<file path="src/rtl/saturn_rstk_pkg.sv">
// Saturn return-stack package: RTN-family kind codes, return FSM state encoding,
// stack geometry and the return-condition helper shared by the return unit.
// Optional debug/trace build: define SATURN_RSTK_DBG_EN.
package saturn_rstk_pkg;

    localparam int RSTK_DEPTH  = 8;
    localparam int RSTK_PTR_W  = 3;
    localparam int RSTK_ADDR_W = 20;

    localparam logic [2:0] RTN_RTN    = 3'd0;
    localparam logic [2:0] RTN_RTNSXM = 3'd1;
    localparam logic [2:0] RTN_RTNSC  = 3'd2;
    localparam logic [2:0] RTN_RTNCC  = 3'd3;
    localparam logic [2:0] RTN_RTNC   = 3'd4;
    localparam logic [2:0] RTN_RTNNC  = 3'd5;
    localparam logic [2:0] RTN_RTI    = 3'd6;
    localparam logic [2:0] RTN_RSVD   = 3'd7;

    typedef enum logic [1:0] {
        S_IDLE = 2'd0,
        S_EVAL = 2'd1,
        S_LOAD = 2'd2
    } rstk_state_t;

    // Conditional returns test the carry flag; the reserved code never returns.
    function automatic logic rtn_taken(input logic [2:0] kind, input logic carry);
        case (kind)
            RTN_RTNC:  return carry;
            RTN_RTNNC: return !carry;
            RTN_RSVD:  return 1'b0;
            default:   return 1'b1;
        endcase
    endfunction

endpackage

</file>
<file path="src/rtl/saturn_rstk_lifo.sv">
// Saturn return stack storage: circular entry array with a top pointer and a
// saturating depth counter. Push at full overwrites the oldest entry; pop of an
// empty stack reads zero; push+pop together replaces the top in place.
// Debug read port is live only when SATURN_RSTK_DBG_EN is defined.
module saturn_rstk_lifo
    import saturn_rstk_pkg::*;
#(
    parameter int DEPTH  = RSTK_DEPTH,
    parameter int PTR_W  = RSTK_PTR_W,
    parameter int ADDR_W = RSTK_ADDR_W
) (
    input  logic              i_clk,
    input  logic              i_reset,
    input  logic              push,
    input  logic [ADDR_W-1:0] push_val,
    input  logic              pop,
    output logic [ADDR_W-1:0] top_val,
    input  logic [PTR_W-1:0]  dbg_ptr,
    output logic [ADDR_W-1:0] dbg_val,
    output logic [PTR_W:0]    dbg_depth
);

    localparam logic [PTR_W:0] FULL = (PTR_W + 1)'(DEPTH);

    logic [ADDR_W-1:0] entries [DEPTH];
    logic [PTR_W-1:0]  ptr;
    logic [PTR_W:0]    depth;

    // An empty stack always reads as zero, even if a replace left data under the pointer.
    assign top_val = (depth == '0) ? '0 : entries[ptr];

    // Stack update: replace, push, or pop; entries are cleared by reset rather than a sweep.
    always_ff @(posedge i_clk or posedge i_reset) begin
        if (i_reset) begin
            for (int i = 0; i < DEPTH; i++) begin
                entries[i] <= '0;
            end
            ptr   <= PTR_W'(DEPTH - 1);
            depth <= '0;
        end else if (push && pop) begin
            entries[ptr] <= push_val;
        end else if (push) begin
            entries[ptr + PTR_W'(1)] <= push_val;
            ptr <= ptr + PTR_W'(1);
            if (depth != FULL) begin
                depth <= depth + (PTR_W + 1)'(1);
            end
        end else if (pop) begin
            entries[ptr] <= '0;
            ptr <= ptr - PTR_W'(1);
            if (depth != '0) begin
                depth <= depth - (PTR_W + 1)'(1);
            end
        end
    end

`ifdef SATURN_RSTK_DBG_EN
    assign dbg_val   = entries[dbg_ptr];
    assign dbg_depth = depth;
`else
    logic unused_dbg_ptr;
    assign unused_dbg_ptr = ^dbg_ptr;
    assign dbg_val   = '0;
    assign dbg_depth = '0;
`endif

endmodule

</file>
<file path="src/rtl/saturn_rstk_return_unit.sv">
// Saturn return unit: owns the return stack, runs the RTN-family return sequence
// (latch kind, evaluate condition and pop, load PC) on the phase ring, and serves
// C=RSTK pops and RSTK pushes. All strobes are registered and last one clock.
// Define SATURN_RSTK_DBG_EN for the debug read port and a push/pop/FSM trace.
module saturn_rstk_return_unit
    import saturn_rstk_pkg::*;
#(
    parameter int DEPTH  = RSTK_DEPTH,
    parameter int PTR_W  = RSTK_PTR_W,
    parameter int ADDR_W = RSTK_ADDR_W
) (
    input  logic              i_clk,
    input  logic              i_reset,
    input  logic              i_clk_en,
    input  logic [3:0]        i_phases,
    input  logic [1:0]        i_phase,
    input  logic [31:0]       i_cycle_ctr,
    input  logic              i_bus_busy,
    input  logic              i_rtn_instr,
    input  logic [2:0]        i_rtn_kind,
    input  logic              i_carry,
    input  logic              i_push_req,
    input  logic [ADDR_W-1:0] i_push_val,
    input  logic              i_pop_req,
    output logic [ADDR_W-1:0] o_pop_val,
    output logic              o_pop_valid,
    output logic [ADDR_W-1:0] o_new_pc,
    output logic              o_reload_pc,
    output logic              o_pc_load,
    output logic              o_set_carry,
    output logic              o_clr_carry,
    output logic              o_set_xm,
    output logic              o_rti,
    input  logic [PTR_W-1:0]  i_dbg_rstk_ptr,
    output logic [ADDR_W-1:0] o_dbg_rstk_val,
    output logic [PTR_W:0]    o_dbg_depth
);

    rstk_state_t       state_q;
    rstk_state_t       state_d;
    logic [2:0]        kind_q;
    logic              en;
    logic              latch_kind;
    logic              fsm_pop;
    logic              load_fire;
    logic              user_push;
    logic              user_pop;
    logic [ADDR_W-1:0] top_val;

    // Only phases 0 and 3 sequence this unit.
    logic unused_phase_bits;
    assign unused_phase_bits = ^i_phases[2:1];

    assign en        = i_clk_en && !i_bus_busy;
    assign user_push = en && i_phases[3] && i_push_req;
    assign user_pop  = en && i_phases[3] && i_pop_req;

    saturn_rstk_lifo #(
        .DEPTH  (DEPTH),
        .PTR_W  (PTR_W),
        .ADDR_W (ADDR_W)
    ) u_lifo (
        .i_clk     (i_clk),
        .i_reset   (i_reset),
        .push      (user_push),
        .push_val  (i_push_val),
        .pop       (user_pop || fsm_pop),
        .top_val   (top_val),
        .dbg_ptr   (i_dbg_rstk_ptr),
        .dbg_val   (o_dbg_rstk_val),
        .dbg_depth (o_dbg_depth)
    );

    // Return FSM state register.
    always_ff @(posedge i_clk or posedge i_reset) begin
        if (i_reset) begin
            state_q <= S_IDLE;
        end else begin
            state_q <= state_d;
        end
    end

    // Return FSM next state: latch, evaluate, then load on the following phase 3.
    always_comb begin
        state_d = state_q;
        case (state_q)
            S_IDLE: if (en && i_phases[3] && i_rtn_instr) state_d = S_EVAL;
            S_EVAL: if (en && i_phases[0]) state_d = rtn_taken(kind_q, i_carry) ? S_LOAD : S_IDLE;
            S_LOAD: if (en && i_phases[3]) state_d = S_IDLE;
            default: state_d = S_IDLE;
        endcase
    end

    // Return FSM actions decoded from the current state.
    always_comb begin
        latch_kind = 1'b0;
        fsm_pop    = 1'b0;
        load_fire  = 1'b0;
        case (state_q)
            S_IDLE: latch_kind = en && i_phases[3] && i_rtn_instr;
            S_EVAL: fsm_pop    = en && i_phases[0] && rtn_taken(kind_q, i_carry);
            S_LOAD: load_fire  = en && i_phases[3];
            default: ;
        endcase
    end

    // Hold the return kind from latch until the PC load strobes are issued.
    always_ff @(posedge i_clk or posedge i_reset) begin
        if (i_reset) begin
            kind_q <= RTN_RTN;
        end else if (latch_kind) begin
            kind_q <= i_rtn_kind;
        end
    end

    // Registered outputs; strobes clear every clock so they last exactly one cycle.
    always_ff @(posedge i_clk or posedge i_reset) begin
        if (i_reset) begin
            o_pop_val   <= '0;
            o_pop_valid <= 1'b0;
            o_new_pc    <= '0;
            o_reload_pc <= 1'b0;
            o_pc_load   <= 1'b0;
            o_set_carry <= 1'b0;
            o_clr_carry <= 1'b0;
            o_set_xm    <= 1'b0;
            o_rti       <= 1'b0;
        end else begin
            o_pop_valid <= 1'b0;
            o_pc_load   <= 1'b0;
            o_set_carry <= 1'b0;
            o_clr_carry <= 1'b0;
            o_set_xm    <= 1'b0;
            o_rti       <= 1'b0;
            if (user_pop) begin
                o_pop_val   <= top_val;
                o_pop_valid <= 1'b1;
            end
            if (fsm_pop) begin
                o_new_pc    <= top_val;
                o_reload_pc <= 1'b1;
            end
            if (load_fire) begin
                o_pc_load   <= 1'b1;
                o_reload_pc <= 1'b0;
                o_set_carry <= (kind_q == RTN_RTNSC);
                o_clr_carry <= (kind_q == RTN_RTNCC);
                o_set_xm    <= (kind_q == RTN_RTNSXM);
                o_rti       <= (kind_q == RTN_RTI);
            end
        end
    end

`ifdef SATURN_RSTK_DBG_EN
    // Simulation trace of stack traffic and FSM transitions.
    always @(posedge i_clk) begin
        if (!i_reset) begin
            if (user_push)
                $display("[RSTK] push %05h phase %0d cycle %0d", i_push_val, i_phase, i_cycle_ctr);
            if (user_pop || fsm_pop)
                $display("[RSTK] pop %05h phase %0d cycle %0d", top_val, i_phase, i_cycle_ctr);
            if (state_d != state_q)
                $display("[RSTK] fsm %s -> %s phase %0d cycle %0d", state_q.name(), state_d.name(), i_phase, i_cycle_ctr);
        end
    end
`else
    logic unused_trace;
    assign unused_trace = ^{i_phase, i_cycle_ctr};
`endif

endmodule

</file>
<file path="config.mk">
export PLATFORM = sky130hd
export DESIGN_NAME = saturn_rstk_return_unit
export DESIGN_NICKNAME = d
export VERILOG_FILES = /design/src/rtl/saturn_rstk_pkg.sv /design/src/rtl/saturn_rstk_lifo.sv /design/src/rtl/saturn_rstk_return_unit.sv
export SDC_FILE = /design/constraint.sdc
export NUM_CORES = 1
export LEC_CHECK = 0
export BUFFER_PORTS_ARGS = -buffer_cell sky130_fd_sc_hd__buf_4
export CELL_PAD_IN_SITES_DETAIL_PLACEMENT = 1
export CELL_PAD_IN_SITES_GLOBAL_PLACEMENT = 1
export CORE_UTILIZATION = 50
export DETAILED_ROUTE_END_ITERATION = 7
export GPL_ROUTABILITY_DRIVEN = 1
export PLACE_DENSITY_LB_ADDON = 0.1
export SLEW_MARGIN = 20
export SYNTH_ARGS = -nofsm -noshare
export SYNTH_HDL_FRONTEND = slang
export SYNTH_SLANG_ARGS = --single-unit
export TNS_END_PERCENT = 20
</file>
<file path="constraint.sdc">
create_clock -name i_clk -period 9.79 [get_ports i_clk]
set_input_delay 0.4895 -clock i_clk [delete_from_list [all_inputs] [get_ports i_clk]]
set_output_delay 0.4895 -clock i_clk [all_outputs]
set_load 0.05 [all_outputs]
</file>
After elaboration in Yosys (flattened, before gate mapping):

Index checks and enable logic that the tools add are counted.

* register bits: 219
* bits of input ports: 72
* output and inout port bits: 71
* logic and storage cells: 110

* add/sub/neg operators: 4
* $lt $le $gt $ge: 4
* eq/ne operators: 14
* muxes and demuxes: 39
* bitwise operators: 5
* reductions and logical operators: 23

Operator list (number)
* $mux W160: 3
* $bwmux W160: 2
* $and A160 B160 Y160: 1
* $not A160 Y160: 1
* $demux W20 S3: 2
* $mux W20: 5
* $bmux W20 S3: 1
* $mux W4: 4
* $mux W1: 14
* $eq A3 B3 Y1 const B: 4
* $logic_and A1 B1 Y1: 10
* $ge A4 B4 Y1 const B: 2
* $lt A4 B1 Y1 const B: 2
* $mux W2: 4
* $ne A2 B2 Y1 const B: 4
* $not A3 Y4: 2
* $eq A3 B2 Y1 const B: 2
* $mux W3: 2
* $pmux W2 S3: 1
* $reduce_bool A2 Y1: 3
* $add A4 B1 Y4 const B: 1
* $logic_not A4 Y1: 1
* $ne A4 B4 Y1 const B: 1
* $reduce_and A4 Y1: 1
* 15 further kinds: 16

Logic depth before layout (Yosys ltp):

Gate-level depths: netlist of the first run.

* depth after elaboration: 10
* gate-level depth with buffers: 11
* depth with buffers taken out: 9

Cells and area by module:

Synthesis of the first run repeated with hierarchy kept, for this count alone.

* cell total of the unflattened synthesis: 831
* area, all modules: 10313.6 sq um

Modules (own cells, without submodules)
* saturn_rstk_lifo: times used 1, cells each 707, area an instance 8231.6 sq um, sequential area each 4182.8 sq um
* saturn_rstk_return_unit: times used 1, cells each 124, area an instance 2082.0 sq um, sequential area each 1301.2 sq um

Worst setup path before layout of the first run:

OpenSTA, ideal clock, no wires.

* path kind: input to register
* start: input port i_carry
* end: register u_lifo.entries[140] (netlist name)
* setup time: 0.121 ns
* data arrival time: 2.480 ns
* required time: 9.669 ns
* path slack: 7.189 ns
* cell stages on the path: 11
* path buffers: 3
* cell sequence: nor2_1 xor2_1 a211o_1 clkbuf_1 nand2_1 ha_1 and3b_4 buf_12 o211ai_4 buf_6 a22o_1

* word-level cells in the longest chain between the ends: 8
* elaborated cells on any way between the ends: 9
* those cells by class: mux: 4; reduce/logical: 5

Ends and longest elaborated chain
* from (decl): RTL line saturn_rstk_return_unit.sv:21 `input logic i_carry,`
* $logic_not A1 Y1: RTL line saturn_rstk_pkg.sv:29 `RTN_RTNNC: return !carry;`
* $pmux W1 S3 (*): RTL line saturn_rstk_pkg.sv:27 `case (kind)`
* $mux W1 (*): RTL line saturn_rstk_return_unit.sv:99 `case (state_q)`
* $logic_and A1 B1 Y1 (*): RTL line saturn_rstk_return_unit.sv:101 `S_EVAL: fsm_pop = en && i_phases[0] && rtn_taken(kind_q, i_carry);`
* $mux W1 (*): RTL line saturn_rstk_return_unit.sv:99
* $logic_or A1 B1 Y1 (*): RTL line saturn_rstk_return_unit.sv:67 `.pop (user_pop || fsm_pop),`
* $logic_and A1 B1 Y1: RTL line saturn_rstk_lifo.sv:40 `end else if (push && pop) begin`
* $reduce_bool A3 Y1 (no line) or $mux W160 (tied branches)
* to (signal, indexed assignment): RTL line saturn_rstk_lifo.sv:41 `entries[ptr] <= push_val;`
* to (signal, indexed assignment): RTL line saturn_rstk_lifo.sv:43 `entries[ptr + PTR_W'(1)] <= push_val;`
* to (decl): RTL line saturn_rstk_lifo.sv:25 `logic [ADDR_W-1:0] entries [DEPTH];`

Every way passes the cells marked *; elsewhere a longest branch is shown, timed or not. The select of a mux whose other input is x is not followed.
A chain may end at the register's enable or synchronous reset.

Worst setup path after layout of the first run:

* start: register kind_q[1]
* end: register u_lifo.entries[159] (netlist name)

* word-level cells in the longest chain between the ends: 8
* elaborated cells on any way between the ends: 11
* those cells by class: eq/ne: 3; mux: 4; reduce/logical: 4

Ends and longest elaborated chain
* from (decl): RTL line saturn_rstk_return_unit.sv:41 `logic [2:0] kind_q;`
* from (signal assigned): RTL line saturn_rstk_return_unit.sv:112 `kind_q <= i_rtn_kind;`
* $eq A3 B3 Y1: RTL line saturn_rstk_pkg.sv:27
* $pmux W1 S3 (*): RTL line saturn_rstk_pkg.sv:27
* $mux W1 (*): RTL line saturn_rstk_return_unit.sv:99
* $logic_and A1 B1 Y1 (*): RTL line saturn_rstk_return_unit.sv:101
* $mux W1 (*): RTL line saturn_rstk_return_unit.sv:99
* $logic_or A1 B1 Y1 (*): RTL line saturn_rstk_return_unit.sv:67
* $logic_and A1 B1 Y1: RTL line saturn_rstk_lifo.sv:40
* $reduce_bool A3 Y1 (no line) or $mux W160 (tied branches)

Marks and branches as above.

==> results of run 1 <==
-- state kept, by name, indices dropped and copies added (netlist names), 2 cells and up --
register	flops
kind_q	3
o_new_pc	20
o_pop_val	20
state_q	2
u_lifo.depth	4
u_lifo.entries	160
u_lifo.ptr	3
-- path summary, 6_finish.rpt --
check	start	endpoint	slack, ps	cells after the start
max	kind_q[1]	u_lifo.entries[159]	5900	10
min	i_reset	o_new_pc[16]	180	2
max reg2reg	kind_q[1]	u_lifo.entries[159]	5900	10
min reg2reg	o_pop_val[3]	o_pop_val[3]	480	2
max in group asynchronous	i_reset	u_lifo.entries[108]	7950	3
min in group i_clk	i_rtn_kind[0]	kind_q[0]	210	2
-- metrics by stage --
| step | hold slack [ps] | cells |
|---|---|---|
| CTS | 196.9 | 1045 |
| floorplan | 448.2 | 751 |
| finish | 181.7 | 1045 |
| detailed placement | 475.0 | 1004 |
| global route | 204.4 | 1045 |
| global placement | 462.7 | 1004 |
-- per-layer routing --
metal / part of all wire (%) / wire [um]
met5: 0 / 0
met4: 2.4 / 629
met3: 6.7 / 1769
met2: 49 / 13130
met1: 42 / 11040
-- report_power, final --
part | switching [mW] | leakage [nW] | internal, mW
logic | 0.478 | 1.82 | 0.314
clock network | 0.360 | 0.381 | 0.511
registers | 0.128 | 3.02 | 1.04
total | 0.967 | 5.22 | 1.87
-- final cells by class --
| type | count | share of cell area, % |
|---|---|---|
| clock inverter | 11 | 0.7362 |
| clock buffer | 30 | 6.012 |
| inverter | 8 | 0.3346 |
| tap | 265 | 2.956 |
| sequential | 219 | 48.89 |
| multi-input combinational | 421 | 34.98 |
| timing repair buffer | 91 | 6.090 |
-- cell families (layout without fill, tap and decap cells) --
group                    Yosys count  after routing
AND/OR/NAND/NOR                   81             81
AO/OA/AOI/OAI                    235            235
adder cells (fa/ha/maj)            8              8
other                              1             24
XOR/XNOR                           8              8
buffers and inverters            111            140
flip-flops                       219            219
multiplexers                      65             65
-- cells in the final DEF, fill, tap and decap left out, types with 20 or more instances in the layout --
cell / count
a22o_1: 160
buf_4: 91
clkbuf_16: 25
conb_1: 24
dfrtp_1: 216
mux2i_1: 21
mux4_2: 40
nand2_1: 38
o21ai_1: 21
o2bb2ai_1: 20
==> metrics.csv, run 1 <==
metric,value,unit
yosysWarnings,0,
fin_tns_setup,0,ps
routed_via_density,6.294,
p_total,2.836,mW
crit_required,10240,ps
finalInstanceArea,0.01122,mm2
synth.top_cell.area_share,54.12,%
synthAdderAreaFrac,1.077,%
ys_types,52,
timing.final.ws_setup,5899,ps
netlist_instances,728,
gp_congestion,0.7814,
antenna_cells,0,
cts_buffers,24,
yosys-top-cells-count,"dfrtp_1, a22o_1, mux4_2",
nets,845,
initial_utilization,51.15,%
p_per_area,252.8,mW/mm2
core,0.01953,mm2
worst_path_max_delay_cell,o31ai_2,
met1_usage,36.73,%
htree_levels,1,
fp.dieW,143.3,um
cp-start-kind,flop,
synth-async-reset-ratio,100.0,%
synth_xor_area_share,0.7767,%
boundaryPins,143,
multi_input_area,0.003924,mm2
seqCellArea,0.005484,mm2
worstMarginPinSlew,1167,ps
grt_pass1_vias,7121,
syn_area,0.009987,mm2
use_met3,5.065,%
ys_ff_latch,219,
cts_tree,done,
path_cells,"nor2_1, xor2_1, a211o_1, and2_1, ha_1, nor3b_1, nand2_1, o31ai_2, buf_4, a22o_1",
vdd_ir_drop_max,165.4,uV
routedWlPerCell,25.42,um
synth_edf_count,0,
rows,51,
slew_viol_final,0,
fin_crit_sh,39.74,%
portBuffers,79,
slew_headroom,22.21,%
hold_class,in -> async,
cts_hold_buf,0,
grt_usage,27.53,%
wirelength,26.56,mm
cp.arrival,4340,ps
rsz0062_at_grt,false,
busiest_layer,met2,
final_core_util,57.45,%
cts_buffer_depth,3,
synth_most_common_cell,dfrtp_1,
gr-usage-met2,46.14,%
endpoint_kind,flop,
path_buf_inv,1,
critical_path_class,reg -> reg,
synth_mux_area_share,11.58,%
critPathTopFamily,compound AO/OA/AOI/OAI gates,
finClkSkew,12.93,ps
dpl_worst_slack,5662,ps
syn-mean-instance-area,13.72,um2
cts_resized,0,
finalCriticalPeriod,3891,ps
die_h,143.3,um
fp.dieArea,0.02054,mm2
finalSetupViolations,0,
overflow,0,
hpwl,15.86,mm
yosysSeqAreaShare,54.91,%
syn2layout_area_growth,12.32,%
status,finished clean,
clockRootBuffer,clkbuf_16,
post_cts_buffers,0,
p_leak,5.221,nW
drive_above_1_share,25.77,%
clock_latency,520,ps
max_clock_freq,0.2570,GHz
yosysTopAreaCell,dfrtp_1,
synth_top_family_by_area,compound AO/OA/AOI/OAI gates,
grt_start_max_net_pins,141,
antenna_left,0,
path_clk_slew,60,ps
yosys.area_share.simple,4.159,%
fillers,1915,
grt_first_pass_wirelength,42.23,mm
drt_iter0_markers,373,
ys_top_cells_by_area,"dfrtp_1, a22o_1, mux4_2",
critical_path.max_stage_delay,750,ps
placedInstanceArea,0.01046,mm2
detail_route.first_pass.iterations,5,
finalHoldViolCount,0,
drv_cap,0,
ys.flop_type,dfrtp_1,
crit_fanout,24,
antenna_found_initial,0,
clock_sinks,219,
synth_compound_area_share,20.40,%
vias,6577,
drcViolationCount,0,
Note: power is estimated with default switching activity, not from simulation.
==> run 2, diff against run 1 <==
--- a/config.mk
+++ b/config.mk
@@ -8,7 +8,7 @@
 export BUFFER_PORTS_ARGS = -buffer_cell sky130_fd_sc_hd__buf_4
 export CELL_PAD_IN_SITES_DETAIL_PLACEMENT = 1
 export CELL_PAD_IN_SITES_GLOBAL_PLACEMENT = 1
-export CORE_UTILIZATION = 50
+export CORE_UTILIZATION = 42
 export DETAILED_ROUTE_END_ITERATION = 7
 export GPL_ROUTABILITY_DRIVEN = 1
 export PLACE_DENSITY_LB_ADDON = 0.1
==> constraint.sdc (replaced) <==
create_clock -name i_clk -period 3.2 [get_ports i_clk]
set_input_delay 0.16 -clock i_clk [delete_from_list [all_inputs] [get_ports i_clk]]
set_output_delay 0.16 -clock i_clk [all_outputs]
set_load 0.05 [all_outputs]
==> metrics.csv, run 2 (synthesized netlist as in run 1, its figures left out) <==
metric,value,unit,change
critical_path.max_stage_delay,770,ps,was 750 ps
grt_start_max_net_pins,93,,was 141
grt_first_pass_wirelength,42.93,mm,was 42.23 mm
rsz0062_at_grt,false,,unchanged
drive_above_1_share,26.52,%,was 25.77%
final_common_cell,dfrtp_1,,unchanged
die_h,156.2,um,was 143.3 um
finalHoldViolCount,0,,unchanged
finalCriticalPeriod,3000,ps,was 3891 ps
antenna_found_initial,0,,unchanged
antenna_cells,0,,unchanged
endpoint_kind,flop,,unchanged
hold_class,in -> reg,,was in -> async
worst_path_max_delay_cell,o31ai_2,,unchanged
clock_sinks,219,,unchanged
reg.largest.list,"u_lifo.entries: 160 flops, o_new_pc: 20 flops, o_pop_val: 20 flops",,unchanged
syn2layout_area_growth,18.03,%,was 12.32%
hpwl,16.97,mm,was 15.86 mm
critPathTopFamily,compound AO/OA/AOI/OAI gates,,unchanged
worstMarginPinSlew,934.5,ps,was 1167 ps
core,0.02340,mm2,was 0.01953 mm2
cp-start-kind,flop,,unchanged
seqCellArea,0.005484,mm2,unchanged
routed_via_density,5.902,,was 6.294
crit_fanout,15,,was 24
overflow,0,,unchanged
cts_buffers,24,,unchanged
p_per_area,753.8,mW/mm2,was 252.8 mW/mm2
fp.dieW,156.2,um,was 143.3 um
htree_levels,1,,unchanged
p_leak,5.442,nW,was 5.221 nW
slew_headroom,37.40,%,was 22.21%
finClkSkew,13.43,ps,was 12.93 ps
antenna_left,0,,unchanged
cp.arrival,3450,ps,was 4340 ps
path_cells,"nor2_1, xor2_1, a211o_1, and2_1, ha_1, nor3b_1, nand2_1, o31ai_2, buf_12, a22o_1",,"was nor2_1, xor2_1, a211o_1, and2_1, ha_1, nor3b_1, nand2_1, o31ai_2, buf_4, a22o_1"
path_clk_slew,60,ps,about the same
drv_cap,0,,unchanged
portBuffers,79,,unchanged
vias,6734,,was 6577
boundaryPins,143,,unchanged
fillers,2346,,was 1915
largest-register,u_lifo.entries,,unchanged
drt_iter0_markers,467,,was 373
gp_congestion,0.7958,,was 0.7814
layout_common_cells,"dfrtp_1, a22o_1, buf_4",,unchanged
max_clock_freq,0.3334,GHz,was 0.2570 GHz
wirelength,27.17,mm,was 26.56 mm
grt_pass1_vias,7071,,was 7121
initial_utilization,42.68,%,was 51.15%
largest_register_ffs,160,,unchanged
rows,56,,was 51
clockRootBuffer,clkbuf_16,,unchanged
p_total,8.885,mW,was 2.836 mW
cts_buffer_depth,3,,unchanged
grt_usage,23.26,%,was 27.53%
detail_route.first_pass.iterations,5,,unchanged
routedWlPerCell,23.82,um,was 25.42 um
clock_latency,520,ps,about the same
path_buf_inv,1,,unchanged
fp.dieArea,0.02440,mm2,was 0.02054 mm2
cts_tree,done,,unchanged
finalSetupViolations,0,,unchanged
status,finished clean,,unchanged
fin_crit_sh,93.74,%,was 39.74%
critical_path_class,reg -> reg,,unchanged
crit_required,3650,ps,was 10240 ps
multi_input_area,0.003933,mm2,was 0.003924 mm2
vdd_ir_drop_max,418.2,uV,was 165.4 uV
nets,886,,was 845
post_cts_buffers,0,,unchanged
drcViolationCount,0,,unchanged
slew_viol_final,0,,unchanged
fin_tns_setup,0,ps,unchanged
[run 2: changes by cell type in the layout (fill, tap and decap cells not counted), sizes merged, moves of 4 or more]
cell | before | now
buf | 91 | 108
dlygate4sd3 | 0 | 24
clkinv | 9 | 5
clkbuf | 30 | 34
[run 2: area by class of cell]
class,count,share of cell area [%]
clock buffer,34,6.103
clock inverter,8,0.7855
inverter,8,0.2866
multi-input combinational,421,33.36
sequential,219,46.52
tap,319,3.386
timing repair buffer,132,9.553
[run 2: worst paths after layout]
kind | start | slack (ps) | cells past startpoint | end
min | i_phases[0] | 50 | 4 | state_q[0]
max in group asynchronous | i_reset | 1870 | 4 | u_lifo.entries[93]
max reg2reg | kind_q[1] | 200 | 10 | u_lifo.entries[74]
min reg2reg | o_pop_val[8] | 480 | 2 | o_pop_val[8]
min in group asynchronous | i_reset | 380 | 3 | o_clr_carry
max | kind_q[1] | 200 | 10 | u_lifo.entries[74]
[run 2: repair_timing]
action                     in CTS  in global routing
resized for setup               0                  1
hold endpoints to repair      195                  0
setup endpoints to repair       0                 11
hold buffers                   24                  0
[run 2: routing by layer]
layer  up-vias  share of wire, %  wire length, um  GRT usage (%)
li1       2863                 -                -              -
met1      3630                46            12520          33.77
met2       209                47            12860          37.41
met3        32               4.8             1298          2.528
met4         0               1.8              493          5.696
met5         -                 0                0              0
[run 2: through the flow]
step                cells  hold slack (ps)  setup WS, ps  cell area, um2  util, %
floorplan             751            310.5         188.4           10080        -
global placement     1075            318.9         256.1           10730    45.84
detailed placement   1075            361.2         212.1           10730    45.84
CTS                  1141            37.88         171.0           11780    50.33
global route         1141            75.30         6.986           11790    50.37
finish               1141            52.52         200.4           11790    50.37
[run 2: report_power, final]
| group | switching (mW) | total, mW | internal (mW) |
|---|---|---|---|
| logic | 1.59 | 2.59 | 1.00 |
| registers | 0.290 | 3.48 | 3.19 |
| clock network | 1.09 | 2.81 | 1.72 |
| total | 2.97 | 8.88 | 5.91 |
[run 2: worst reg2reg max path: cells and delay by family (launching register included)]
kind,cells,cell delay (ps)
AO/OA/AOI/OAI,3,1270
AND/OR/NAND/NOR,4,690
flip-flops,1,410
adder cells (fa/ha/maj),1,220
XOR/XNOR,1,110
buffers and inverters,1,250
